==> src/rtl/eth_tx_framer_if.sv <==
// Handshake bundle between the upstream payload serializer and the RMII TX framer.
interface eth_tx_framer_if;
  logic       tx_en;
  logic       axiiv;
  logic [1:0] axiid;
  logic       stall;
  logic       axiov;
  logic [1:0] axiod;
  logic       frame_done;
  logic       underrun;

  modport master (output tx_en, axiiv, axiid,
                  input  stall, axiov, axiod, frame_done, underrun);
  modport slave  (input  tx_en, axiiv, axiid,
                  output stall, axiov, axiod, frame_done, underrun);
endinterface

==> src/rtl/eth_tx_framer.sv <==
// RMII dibit Ethernet TX framer: preamble, SFD, fixed header, streamed payload, optional FCS.
// Define ETH_FCS_EN to build the CRC-32 generator and the FCS state.
module eth_tx_framer #(
  parameter logic [47:0] DST_MAC       = 48'hFFFF_FFFF_FFFF,
  parameter logic [47:0] SRC_MAC       = 48'h02_00_00_00_00_01,
  parameter logic [15:0] ETHERTYPE     = 16'h88B5,
  parameter int          PAYLOAD_BYTES = 323,
  parameter int          IFG_DIBITS    = 48
) (
  input logic            clk,
  input logic            rst,
  eth_tx_framer_if.slave bus
);
  localparam int PAY_DIBITS = PAYLOAD_BYTES * 4;
  localparam int CNT_MAX = (PAY_DIBITS > IFG_DIBITS) ? ((PAY_DIBITS > 56) ? PAY_DIBITS : 56)
                                                     : ((IFG_DIBITS > 56) ? IFG_DIBITS : 56);
  localparam int CW = $clog2(CNT_MAX + 1);

  localparam logic [CW-1:0] PRE_LAST  = CW'(27);
  localparam logic [CW-1:0] SFD_LAST  = CW'(3);
  localparam logic [CW-1:0] HDR_STALL = CW'(54);
  localparam logic [CW-1:0] HDR_LAST  = CW'(55);
  localparam logic [CW-1:0] PAY_LAST  = CW'(PAY_DIBITS - 1);
  localparam logic [CW-1:0] IFG_LAST  = CW'(IFG_DIBITS - 1);
  localparam logic [111:0]  HDR       = {DST_MAC, SRC_MAC, ETHERTYPE};

  typedef enum logic [2:0] {IDLE, PREAMBLE, SFD, HEADER, PAYLOAD, FCS, IFG} state_t;

  state_t          r_state, w_nstate;
  logic [CW-1:0]   r_cnt, w_ncnt;
  logic            r_stall, r_vld, r_done, r_urun;
  logic [1:0]      r_dibit;
  logic            w_cap, w_urun, w_nstall, w_nvld, w_ndone;
  logic [1:0]      w_ndibit;
  logic [6:0]      w_hidx;

`ifdef ETH_FCS_EN
  localparam logic [CW-1:0] FCS_LAST = CW'(15);
  logic [31:0] r_crc;

  function automatic logic [31:0] crc2(input logic [31:0] c, input logic [1:0] d);
    logic [31:0] r;
    r = c;
    for (int i = 0; i < 2; i++)
      r = (r >> 1) ^ (((r[0] ^ d[i]) != 1'b0) ? 32'hEDB8_8320 : 32'h0);
    return r;
  endfunction
`endif

  // Outputs are registered from the next state, so r_state/r_cnt name the dibit on the wire.
  always_comb begin
    w_nstate = r_state;
    w_ncnt   = r_cnt + 1'b1;
    w_cap    = 1'b0;
    w_urun   = 1'b0;
    case (r_state)
      IDLE: begin
        w_ncnt = '0;
        if (bus.tx_en) w_nstate = PREAMBLE;
      end
      PREAMBLE: if (r_cnt == PRE_LAST) begin w_nstate = SFD;    w_ncnt = '0; end
      SFD:      if (r_cnt == SFD_LAST) begin w_nstate = HEADER; w_ncnt = '0; end
      HEADER: if (r_cnt == HDR_LAST) begin
        w_cap    = 1'b1;
        w_nstate = PAYLOAD;
        w_ncnt   = '0;
      end
      PAYLOAD: begin
        w_cap = (r_cnt != PAY_LAST);
        if (r_cnt == PAY_LAST) begin
`ifdef ETH_FCS_EN
          w_nstate = FCS;
`else
          w_nstate = IFG;
`endif
          w_ncnt = '0;
        end
      end
`ifdef ETH_FCS_EN
      FCS: if (r_cnt == FCS_LAST) begin w_nstate = IFG; w_ncnt = '0; end
`endif
      IFG: if (r_cnt == IFG_LAST) begin
        w_nstate = bus.tx_en ? PREAMBLE : IDLE;
        w_ncnt   = '0;
      end
      default: begin w_nstate = IDLE; w_ncnt = '0; end
    endcase
    if (w_cap && !bus.axiiv) begin
      w_urun   = 1'b1;
      w_nstate = IFG;
      w_ncnt   = '0;
    end

    // Header bytes go out MSB-first, each byte LSb-pair first.
    w_hidx   = 7'd104 - {w_ncnt[5:2], 3'b000} + {4'b0000, w_ncnt[1:0], 1'b0};
    w_ndibit = 2'b00;
    case (w_nstate)
      PREAMBLE: w_ndibit = 2'b01;
      SFD:      w_ndibit = (w_ncnt == SFD_LAST) ? 2'b11 : 2'b01;
      HEADER:   w_ndibit = 2'(HDR >> w_hidx);
      PAYLOAD:  w_ndibit = bus.axiid;
`ifdef ETH_FCS_EN
      FCS:      w_ndibit = 2'(~r_crc >> {w_ncnt[3:0], 1'b0});
`endif
      default:  w_ndibit = 2'b00;
    endcase
    w_nvld   = (w_nstate != IDLE) && (w_nstate != IFG);
    w_nstall = !(((w_nstate == HEADER) && (w_ncnt >= HDR_STALL)) ||
                 ((w_nstate == PAYLOAD) && (w_ncnt != PAY_LAST)));
`ifdef ETH_FCS_EN
    w_ndone  = (w_nstate == FCS) && (w_ncnt == FCS_LAST);
`else
    w_ndone  = (w_nstate == PAYLOAD) && (w_ncnt == PAY_LAST);
`endif
  end

  always_ff @(posedge clk) begin
    if (rst) begin
      r_state <= IDLE;
      r_cnt   <= '0;
      r_stall <= 1'b1;
      r_vld   <= 1'b0;
      r_dibit <= 2'b00;
      r_done  <= 1'b0;
      r_urun  <= 1'b0;
    end else begin
      r_state <= w_nstate;
      r_cnt   <= w_ncnt;
      r_stall <= w_nstall;
      r_vld   <= w_nvld;
      r_dibit <= w_ndibit;
      r_done  <= w_ndone;
      r_urun  <= r_urun | w_urun;
    end
  end

`ifdef ETH_FCS_EN
  // CRC follows exactly the header/payload dibits as they are loaded onto the wire.
  always_ff @(posedge clk) begin
    if (rst || (w_nstate == PREAMBLE))
      r_crc <= 32'hFFFF_FFFF;
    else if ((w_nstate == HEADER) || (w_nstate == PAYLOAD))
      r_crc <= crc2(r_crc, w_ndibit);
  end
`endif

  assign bus.stall      = r_stall;
  assign bus.axiov      = r_vld;
  assign bus.axiod      = r_dibit;
  assign bus.frame_done = r_done;
  assign bus.underrun   = r_urun;
endmodule

==> src/flat_wrapper.sv <==
// flat-port wrapper written by rule: the top's interface ports become plain ports
module eth_tx_framer_flat 
#(
  parameter logic [47:0] DST_MAC       = 48'hFFFF_FFFF_FFFF,
  parameter logic [47:0] SRC_MAC       = 48'h02_00_00_00_00_01,
  parameter logic [15:0] ETHERTYPE     = 16'h88B5,
  parameter int          PAYLOAD_BYTES = 323,
  parameter int          IFG_DIBITS    = 48
)
  (clk, rst, bus_tx_en, bus_axiiv, bus_axiid, bus_stall, bus_axiov, bus_axiod, bus_frame_done, bus_underrun);
  eth_tx_framer_if bus_i ();
  input logic clk;
  input logic rst;
  input wire logic [$bits(bus_i.tx_en)-1:0] bus_tx_en;
  input wire logic [$bits(bus_i.axiiv)-1:0] bus_axiiv;
  input wire logic [$bits(bus_i.axiid)-1:0] bus_axiid;
  output wire logic [$bits(bus_i.stall)-1:0] bus_stall;
  output wire logic [$bits(bus_i.axiov)-1:0] bus_axiov;
  output wire logic [$bits(bus_i.axiod)-1:0] bus_axiod;
  output wire logic [$bits(bus_i.frame_done)-1:0] bus_frame_done;
  output wire logic [$bits(bus_i.underrun)-1:0] bus_underrun;
  assign bus_i.tx_en = bus_tx_en;
  assign bus_i.axiiv = bus_axiiv;
  assign bus_i.axiid = bus_axiid;
  assign bus_stall = bus_i.stall;
  assign bus_axiov = bus_i.axiov;
  assign bus_axiod = bus_i.axiod;
  assign bus_frame_done = bus_i.frame_done;
  assign bus_underrun = bus_i.underrun;
  eth_tx_framer #(.DST_MAC(DST_MAC), .SRC_MAC(SRC_MAC), .ETHERTYPE(ETHERTYPE), .PAYLOAD_BYTES(PAYLOAD_BYTES), .IFG_DIBITS(IFG_DIBITS)) u_core (.clk(clk), .rst(rst), .bus(bus_i));
endmodule
==> config.mk <==
export PLATFORM = sky130hd
export DESIGN_NAME = eth_tx_framer_flat
export DESIGN_NICKNAME = d
export VERILOG_FILES = /design/src/rtl/eth_tx_framer_if.sv /design/src/rtl/eth_tx_framer.sv /design/src/flat_wrapper.sv
export SDC_FILE = /design/constraint.sdc
export NUM_CORES = 1
export LEC_CHECK = 0
export CAP_MARGIN = 20
export CORE_ASPECT_RATIO = 1.1
export CORE_UTILIZATION = 39
export CTS_CLUSTER_DIAMETER = 50
export DETAILED_ROUTE_END_ITERATION = 8
export GPL_ROUTABILITY_DRIVEN = 0
export MAX_ROUTING_LAYER = met4
export SKIP_LAST_GASP = 1
export SLEW_MARGIN = 5
export SYNTH_ARGS = -nofsm -noshare
export SYNTH_HDL_FRONTEND = slang
export SYNTH_SLANG_ARGS = --single-unit
==> constraint.sdc <==
create_clock -name clk -period 3.8 [get_ports clk]
set_input_delay 0.57 -clock clk [delete_from_list [all_inputs] [get_ports clk]]
set_output_delay 0.57 -clock clk [all_outputs]
set_load 0.01 [all_outputs]
==> impl_metrics.ini, run 1 <==
[clocking]
clk_latency_ns = 0.31
post-cts-setup-buffers = 0
cts.path.max_buffers = 2
cts.sinks = 20
postCtsHoldBufs = 0
clk_pin_slew_ns = 0.12
cts_resized = 0
ctsRootBufferMaster = clkbuf_4
numCtsBuffers = 3
h-tree-depth = 1
cts_tree = built

[layout]
area.growth.synth_to_final_pct = 11.1
layout-drive-gt1-share_pct = 10.1
fill_cells = 342
final_cells = 226
final_nets = 187
diodes = 0

[sta]
hold_viol = 0
timing.fmax_mhz = 390
fin_crit_ns = 2.56
finalMaxSlewViolations = 0
hold_ws_ns = 0.464
setup_tns_ns = 0
slew_headroom_pct = 66.2
finClkSkew_ns = 0.00151
rsz0062_at_grt = false
min_period_over_period_pct = 67.4
setup_viol_count_final = 0
worst_slew_pin_slew_ns = 0.506

[route]
ant_nets = 0
wl_per_cell_um = 14.3
via_per_inst = 5.62
wl_um = 3230
post-route-drc-count = 0
dr_total_vias = 1271
drt_iter0_markers = 79
dr.pass1.iters = 4

[critical_path]
critPathLaunchType = register
cp.required_ns = 4.01
critical_path.max_fanout = 13
critical_path_class = reg2reg
worst_ep_arrival_time_ns = 2.77
endpoint_kind = register

[grt]
gr-total-overflow = 0
track_usage_pct = 19.1
grt_antenna_before_repair = 0
grt_max_degree = 16
grt_pass1_vias = 1265
grt_pass1_wl_um = 5650

[synth]
syn_avg_cell_area_um2 = 8.25
synth-simple-area-share_pct = 40.8
synthCells = 175
synth_enable_flop_cells = 0
yosysWarnings = 0
async_flop_share_pct = 0
synth_top_family_by_area = simple AND/OR/NAND/NOR gates
synthXorXnorAreaFrac_pct = 7.89
yosys.area_share.adder_pct = 1.73
seq_area_frac_synth_pct = 27.7
synthFlopType = dfxtp_1
synthesis.nets = 183
synth_area_um2 = 1440
synth_compound_area_share_pct = 15.7
synth.area.mux_share_pct = 1.04
synth.distinct_cells = 56
ys_seq_elements = 20

[status]
status = finished clean

[placed_design]
dp_hpwl_um = 2480
io_buffer_count = 11
numPlacedInstances = 222

[flow_run]
drv_cap = 0

[power_and_ir_drop]
power_density_nw_per_um2 = 267
ir_worst_vdd_mv = 0.157
leakage_nw = 0.528
power_uw = 428

[hold_path]
min_path_type = reg2reg

[floorplan]
start_util_pct = 42.0
core_um2 = 3440
dieWidth_um = 60.0
pin_count = 12
dieArea_um2 = 3950
die_h_um = 65.8
placementRows = 22
==> critical path, stage by stage (launching register included) <==
cell     delay, ns
dfxtp_1       0.60
ha_1          0.34
nor4b_2       0.30
nand3_1       0.19
o311a_1       0.37
and3_4        0.20
nor2b_4       0.12
nor3b_1       0.06
o31a_1        0.28
==> stage by stage <==
stage | util [%] | worst slack, ns | area, µm²
after floorplan | - | 1.67 | 1440
after global placement | 45.1 | 1.36 | 1550
after detailed placement | 45.1 | 1.28 | 1550
after CTS | 46.6 | 1.26 | 1600
after global routing | 46.6 | 1.02 | 1600
final | 46.6 | 1.24 | 1600
==> sequential cells by signal, indices dropped and copies added, names as in the netlist <==
name,flops
u_core.r_state,3
u_core.bus.frame_done,1
u_core.bus.axiov,1
u_core.bus.stall,1
u_core.r_cnt,11
u_core.bus.underrun,1
u_core.bus.axiod,2
==> layout by cell type (no fill, tap or decap), types with 2 or more instances in the layout <==
| master | count |
|---|---|
| nor2_1 | 21 |
| dfxtp_1 | 20 |
| nand2_1 | 16 |
| nand3_1 | 11 |
| clkdlybuf4s50_1 | 11 |
| xnor2_1 | 8 |
| nand4_1 | 7 |
| a21oi_1 | 7 |
| nor3_1 | 6 |
| nand2b_1 | 5 |
| xor2_1 | 5 |
| nor2b_1 | 3 |
| nor3b_1 | 3 |
| inv_1 | 3 |
| and2_1 | 3 |
| clkbuf_4 | 3 |
| and4b_1 | 2 |
| and3_1 | 2 |
| nand3b_1 | 2 |
| and4_1 | 2 |
| o311a_1 | 2 |
| a211oi_1 | 2 |
| ha_1 | 2 |
==> logic make-up after synthesis <==
logic type      after synthesis
flops                        20
fa+ha+maj                     2
simple gates                 97
mux                           1
compound gates               27
buf+inv                      15
xor+xnor                     13
==> cells in the mapped netlist (all sizes together) (2+ instances only) <==
library cell | number | share of area (%)
xnor2 | 8 | 4.9
nor3 | 8 | 3.9
nor4b | 3 | 3.3
nand4 | 7 | 3.0
and4 | 3 | 2.0
and2 | 3 | 1.3
nand3 | 11 | 3.8
a21oi | 8 | 3.0
nand3b | 2 | 1.0
inv | 3 | 0.78
clkbuf | 5 | 1.3
xor2 | 5 | 3.0
and4b | 2 | 1.4
nor2b | 4 | 2.3
ha | 2 | 1.7
and3 | 3 | 1.6
nor2 | 21 | 5.5
dfxtp | 20 | 28
a21boi | 2 | 1.0
buf | 7 | 3.0
nand2b | 5 | 2.2
a211oi | 2 | 1.0
nor3b | 3 | 1.6
nand2 | 16 | 4.2
o311a | 3 | 2.9
==> metal layers <==
| metal | GRT usage (%) | share of wire, % |
|---|---|---|
| met1 | 25.5 | 51 |
| met2 | 30.7 | 46 |
| met3 | 2.35 | 2.9 |
| met4 | 4.07 | 0.71 |
| met5 | - | 0 |
==> final cells by class <==
cell class	count	area (µm²)	share of cell area, %
multi-input cells	140	970	60.5
flip-flops and latches	20	400	25.0
repair buffers	11	110	6.86
well taps	48	60.1	3.74
clock inverters	1	30.0	1.87
clock buffers	3	22.5	1.40
inverters	3	11.3	0.702
==> where the power goes <==
group	internal, mW	switching (mW)
registers	0.213	0.00514
logic	0.0185	0.0145
clock network	0.107	0.0701
total	0.338	0.0898
==> worst paths after layout <==
check / from / end / slack (ns) / cells after the start
min: u_core.bus.underrun / u_core.bus.underrun / 0.46 / 2
max reg2reg: u_core.r_cnt[0] / u_core.bus.axiod[1] / 1.24 / 8
max: u_core.r_cnt[0] / u_core.bus.axiod[1] / 1.24 / 8
min reg2reg: u_core.bus.underrun / u_core.bus.underrun / 0.46 / 2
(Power assumes the default switching activity.)
==> run 2, diff against run 1 <==
==> constraint.sdc (replaced) <==
create_clock -name clk -period 2.7 [get_ports clk]
set_input_delay 0.405 -clock clk [delete_from_list [all_inputs] [get_ports clk]]
set_output_delay 0.405 -clock clk [all_outputs]
set_load 0.01 [all_outputs]
==> impl_metrics.ini, run 2 (synthesis gave the netlist of run 1 again) <==
[status]
status = finished clean

[clocking]
clk_pin_slew_ns = 0.12
cts_resized = 0
cts.sinks = 20
ctsRootBufferMaster = clkbuf_4
clk_latency_ns = 0.31
postCtsHoldBufs = 0
numCtsBuffers = 3
post-cts-setup-buffers = 0
cts.path.max_buffers = 2
h-tree-depth = 1
cts_tree = built

[sta]
hold_ws_ns = 0.464
layout_setup_ws_ns = 0.309
setup_tns_ns = 0
slew_headroom_pct = 67.4
min_period_over_period_pct = 88.6
worst_slew_pin_slew_ns = 0.476
setup_viol_count_final = 0
finClkSkew_ns = 0.0121
fin_crit_ns = 2.39
finalMaxSlewViolations = 0
rsz0062_at_grt = false
hold_viol = 0
timing.fmax_mhz = 418

[critical_path]
worst_ep_arrival_time_ns = 2.65
cp.required_ns = 2.96
endpoint_kind = register
startpoint = u_core.r_cnt[0]
r2r-start = u_core.r_cnt[0]
critPathLaunchType = register
critical_path_class = reg2reg
critical_path.max_fanout = 7

[power_and_ir_drop]
ir_worst_vdd_mv = 0.152
p_switching_uw = 123
power.share.combinational_pct = 9.4
power_density_nw_per_um2 = 334
p_seq_share_pct = 57.4
power_uw = 533
leakage_nw = 0.526
pwr-share-clk_pct = 33.2
swShare_pct = 23.2
p_int_uw = 409

[route]
post-route-drc-count = 0
ant_nets = 0
via_per_inst = 5.73
wl_um = 3300
dr.pass1.iters = 4
wl_per_cell_um = 14.6
dr_total_vias = 1301
drt_iter0_markers = 89

[hold_path]
min_from = u_core.bus.underrun
min_path_type = reg2reg

[layout]
final_nets = 188
area.growth.synth_to_final_pct = 10.5
top_register = u_core.r_cnt
fin_util_pct = 46.4
final_cells = 227
fin_area_um2 = 1600
regArea_um2 = 400
diodes = 0
layout_commonest_cell = nor2_1
layout-drive-gt1-share_pct = 10.6
largest_reg_flops = 11
multiInputGateArea_um2 = 970
final_cell_mix = nor2_1 (21), dfxtp_1 (20), nand2_1 (16), nand3_1 (11), clkdlybuf4s50_1 (11)
fill_cells = 349

[placed_design]
dp_hpwl_um = 2550
numPlacedInstances = 223
place_area_um2 = 1560
io_buffer_count = 11
pre_cts_ws_ns = 0.306

[grt]
gr-total-overflow = 0
grt_pass1_wl_um = 5520
grt_max_degree = 16
grt_antenna_before_repair = 0
grt_pass1_vias = 1168
track_usage_pct = 18.7

[floorplan]
dieArea_um2 = 3950
core_um2 = 3440
placementRows = 22
die_h_um = 65.8
dieWidth_um = 60.0
start_util_pct = 42.0
pin_count = 12

[flow_run]
drv_cap = 0
run 2: worst paths after layout:
kind / slack [ns] / cells past startpoint / end
setup / recovery: 0.31 / 8 / u_core.bus.axiod[0]
hold / removal: 0.46 / 2 / u_core.bus.underrun
setup reg to reg: 0.31 / 8 / u_core.bus.axiod[0]
hold reg to reg: 0.46 / 2 / u_core.bus.underrun
run 2: area by class of cell:
| class | instances | area share (%) |
|---|---|---|
| clock buffer | 4 | 2.27 |
| inverter | 3 | 0.706 |
| multi-input combinational | 140 | 60.8 |
| sequential | 20 | 25.1 |
| tap | 48 | 3.76 |
| timing repair buffer | 12 | 7.37 |
run 2: worst max-delay path, cell delays in order (launching register included):
cell and delay (ns):
dfxtp_1 0.45, ha_1 0.32, nor4b_2 0.30, nand3_1 0.19
o311a_1 0.37, and3_4 0.21, xnor2_1 0.14, a21oi_2 0.20
o211a_1 0.18
run 2: power by group through the flow:
stage / clock network, mW / registers, mW / logic (mW)
CTS: 0.177 / 0.306 / 0.0498
global placement: 0 / 0.312 / 0.0495
finish: 0.177 / 0.306 / 0.0499
floorplan: 0 / 0.310 / 0.0318
detailed placement: 0 / 0.312 / 0.0495
global route: 0.190 / 0.307 / 0.0547
run 2: routing by layer:
layer | wire length (µm) | vias up | track usage (%)
met4 | 30 | 0 | 4.65
met5 | 0 | - | -
li1 | - | 643 | -
met3 | 153 | 5 | 2.94
met1 | 1590 | 617 | 26.0
met2 | 1530 | 36 | 28.3
==> run 3, diff against run 2 <==
--- a/config.mk
+++ b/config.mk
@@ -12,6 +12,8 @@
 export DETAILED_ROUTE_END_ITERATION = 8
 export GPL_ROUTABILITY_DRIVEN = 0
 export MAX_ROUTING_LAYER = met4
+export SETUP_SLACK_MARGIN = 0.4
+export SKIP_CTS_REPAIR_TIMING = 1
 export SKIP_LAST_GASP = 1
 export SLEW_MARGIN = 5
 export SYNTH_ARGS = -nofsm -noshare
==> impl_metrics.ini, run 3 (synthesis gave the netlist of run 1 again) <==
[critical_path]
endpoint_kind = register
critical_path_class = reg2reg
critical_path.max_fanout = 7
slowest_delay_ns = 0.41
path_cells = ha_1, and3_2, nand4_1, mux2_4, o311a_4, nor2b_4, and4_4, o31a_1
critPathSlowestCell = dfxtp_4
cp.required_ns = 2.91
worst_ep_arrival_time_ns = 2.40
r2r_cells = 8
critPathLaunchType = register

[clocking]
cts.sinks = 20
ctsRootBufferMaster = clkbuf_4
cts_tree = built
h-tree-depth = 1
clk_latency_ns = 0.31
numCtsBuffers = 3
clk_pin_slew_ns = 0.12
cts.path.max_buffers = 2

[layout]
top_register = u_core.r_cnt
final_cells = 227
fill_cells = 353
layout_commonest_cell = nor2_1
layout-drive-gt1-share_pct = 16.8
diodes = 0
area.growth.synth_to_final_pct = 13.9
final_nets = 188
regArea_um2 = 413
final_cell_mix = nor2_1 (21), nand2_1 (16), dfxtp_1 (14), clkdlybuf4s50_1 (11), nand3_1 (10)
multiInputGateArea_um2 = 1010
fin_util_pct = 47.8
largest_reg_flops = 11

[floorplan]
start_util_pct = 42.0
pin_count = 12
die_h_um = 65.8
placementRows = 22
dieWidth_um = 60.0
dieArea_um2 = 3950
core_um2 = 3440

[grt]
grt_pass1_vias = 1168
grt_max_degree = 16
grt_pass1_wl_um = 5520
track_usage_pct = 18.7
gr-total-overflow = 0
grt_antenna_before_repair = 0

[route]
wl_per_cell_um = 14.8
dr_total_vias = 1282
drt_iter0_markers = 74
dr.pass1.iters = 4
wl_um = 3350
post-route-drc-count = 0
via_per_inst = 5.65
ant_nets = 0

[placed_design]
io_buffer_count = 11
numPlacedInstances = 223
dp_hpwl_um = 2550

[sta]
worst_slew_pin_slew_ns = 0.479
hold_viol = 0
finalMaxSlewViolations = 0
timing.fmax_mhz = 457
fin_crit_ns = 2.19
setup_viol_count_final = 0
rsz0062_at_grt = true
slew_headroom_pct = 67.2
min_period_over_period_pct = 81.0
setup_tns_ns = 0
finClkSkew_ns = 0.0102

[hold_path]
min_path_type = reg2reg
holdPathStages = 2

[power_and_ir_drop]
leakage_nw = 0.527
power_density_nw_per_um2 = 323
ir_worst_vdd_mv = 0.153

[flow_run]
drv_cap = 0

[status]
status = finished clean
==> run 3: final cells by class <==
class / instances / share of cell area [%]
multi-input combinational: 140 / 61.2
inverter: 3 / 0.685
timing repair buffer: 12 / 7.15
clock buffer: 4 / 2.21
tap: 48 / 3.65
sequential: 20 / 25.1
==> run 3: critical path, delay by kind of cell (launching register included) <==
| kind | cells | cell delay, ns |
|---|---|---|
| adder cells (fa/ha/maj) | 1 | 0.18 |
| AO/OA/AOI/OAI | 2 | 0.55 |
| flip-flops | 1 | 0.41 |
| AND/OR/NAND/NOR | 4 | 0.66 |
| multiplexers | 1 | 0.29 |
==> run 3: final timing paths <==
kind | start | endpoint | slack, ns
max | u_core.r_cnt[0] | u_core.bus.axiod[1] | 0.51
min | u_core.bus.underrun | u_core.bus.underrun | 0.46
max reg2reg | u_core.r_cnt[0] | u_core.bus.axiod[1] | 0.51
min reg2reg | u_core.bus.underrun | u_core.bus.underrun | 0.46
==> run 3: per-layer routing <==
layer | routed length [µm] | up-vias | track usage (%)
met3 | 139 | 5 | 2.94
met4 | 31 | 0 | 4.65
met2 | 1570 | 30 | 28.3
met5 | 0 | - | -
li1 | - | 643 | -
met1 | 1620 | 604 | 26.0
==> run 3: through the flow <==
stage	hold slack, ns	cell area, µm²	power, mW	setup WS (ns)
finish	0.464	1640	0.531	0.512
global route	0.486	1640	0.550	0.380
CTS	0.474	1600	0.533	0.273
detailed placement	0.460	1560	0.362	0.306
global placement	0.435	1560	0.362	0.373
floorplan	0.463	1440	0.341	0.568
==> run 3: report_power, final <==
part           internal [mW]  switching, mW
clock                 0.0823         0.0933
sequential             0.298        0.00640
combinational         0.0281         0.0229
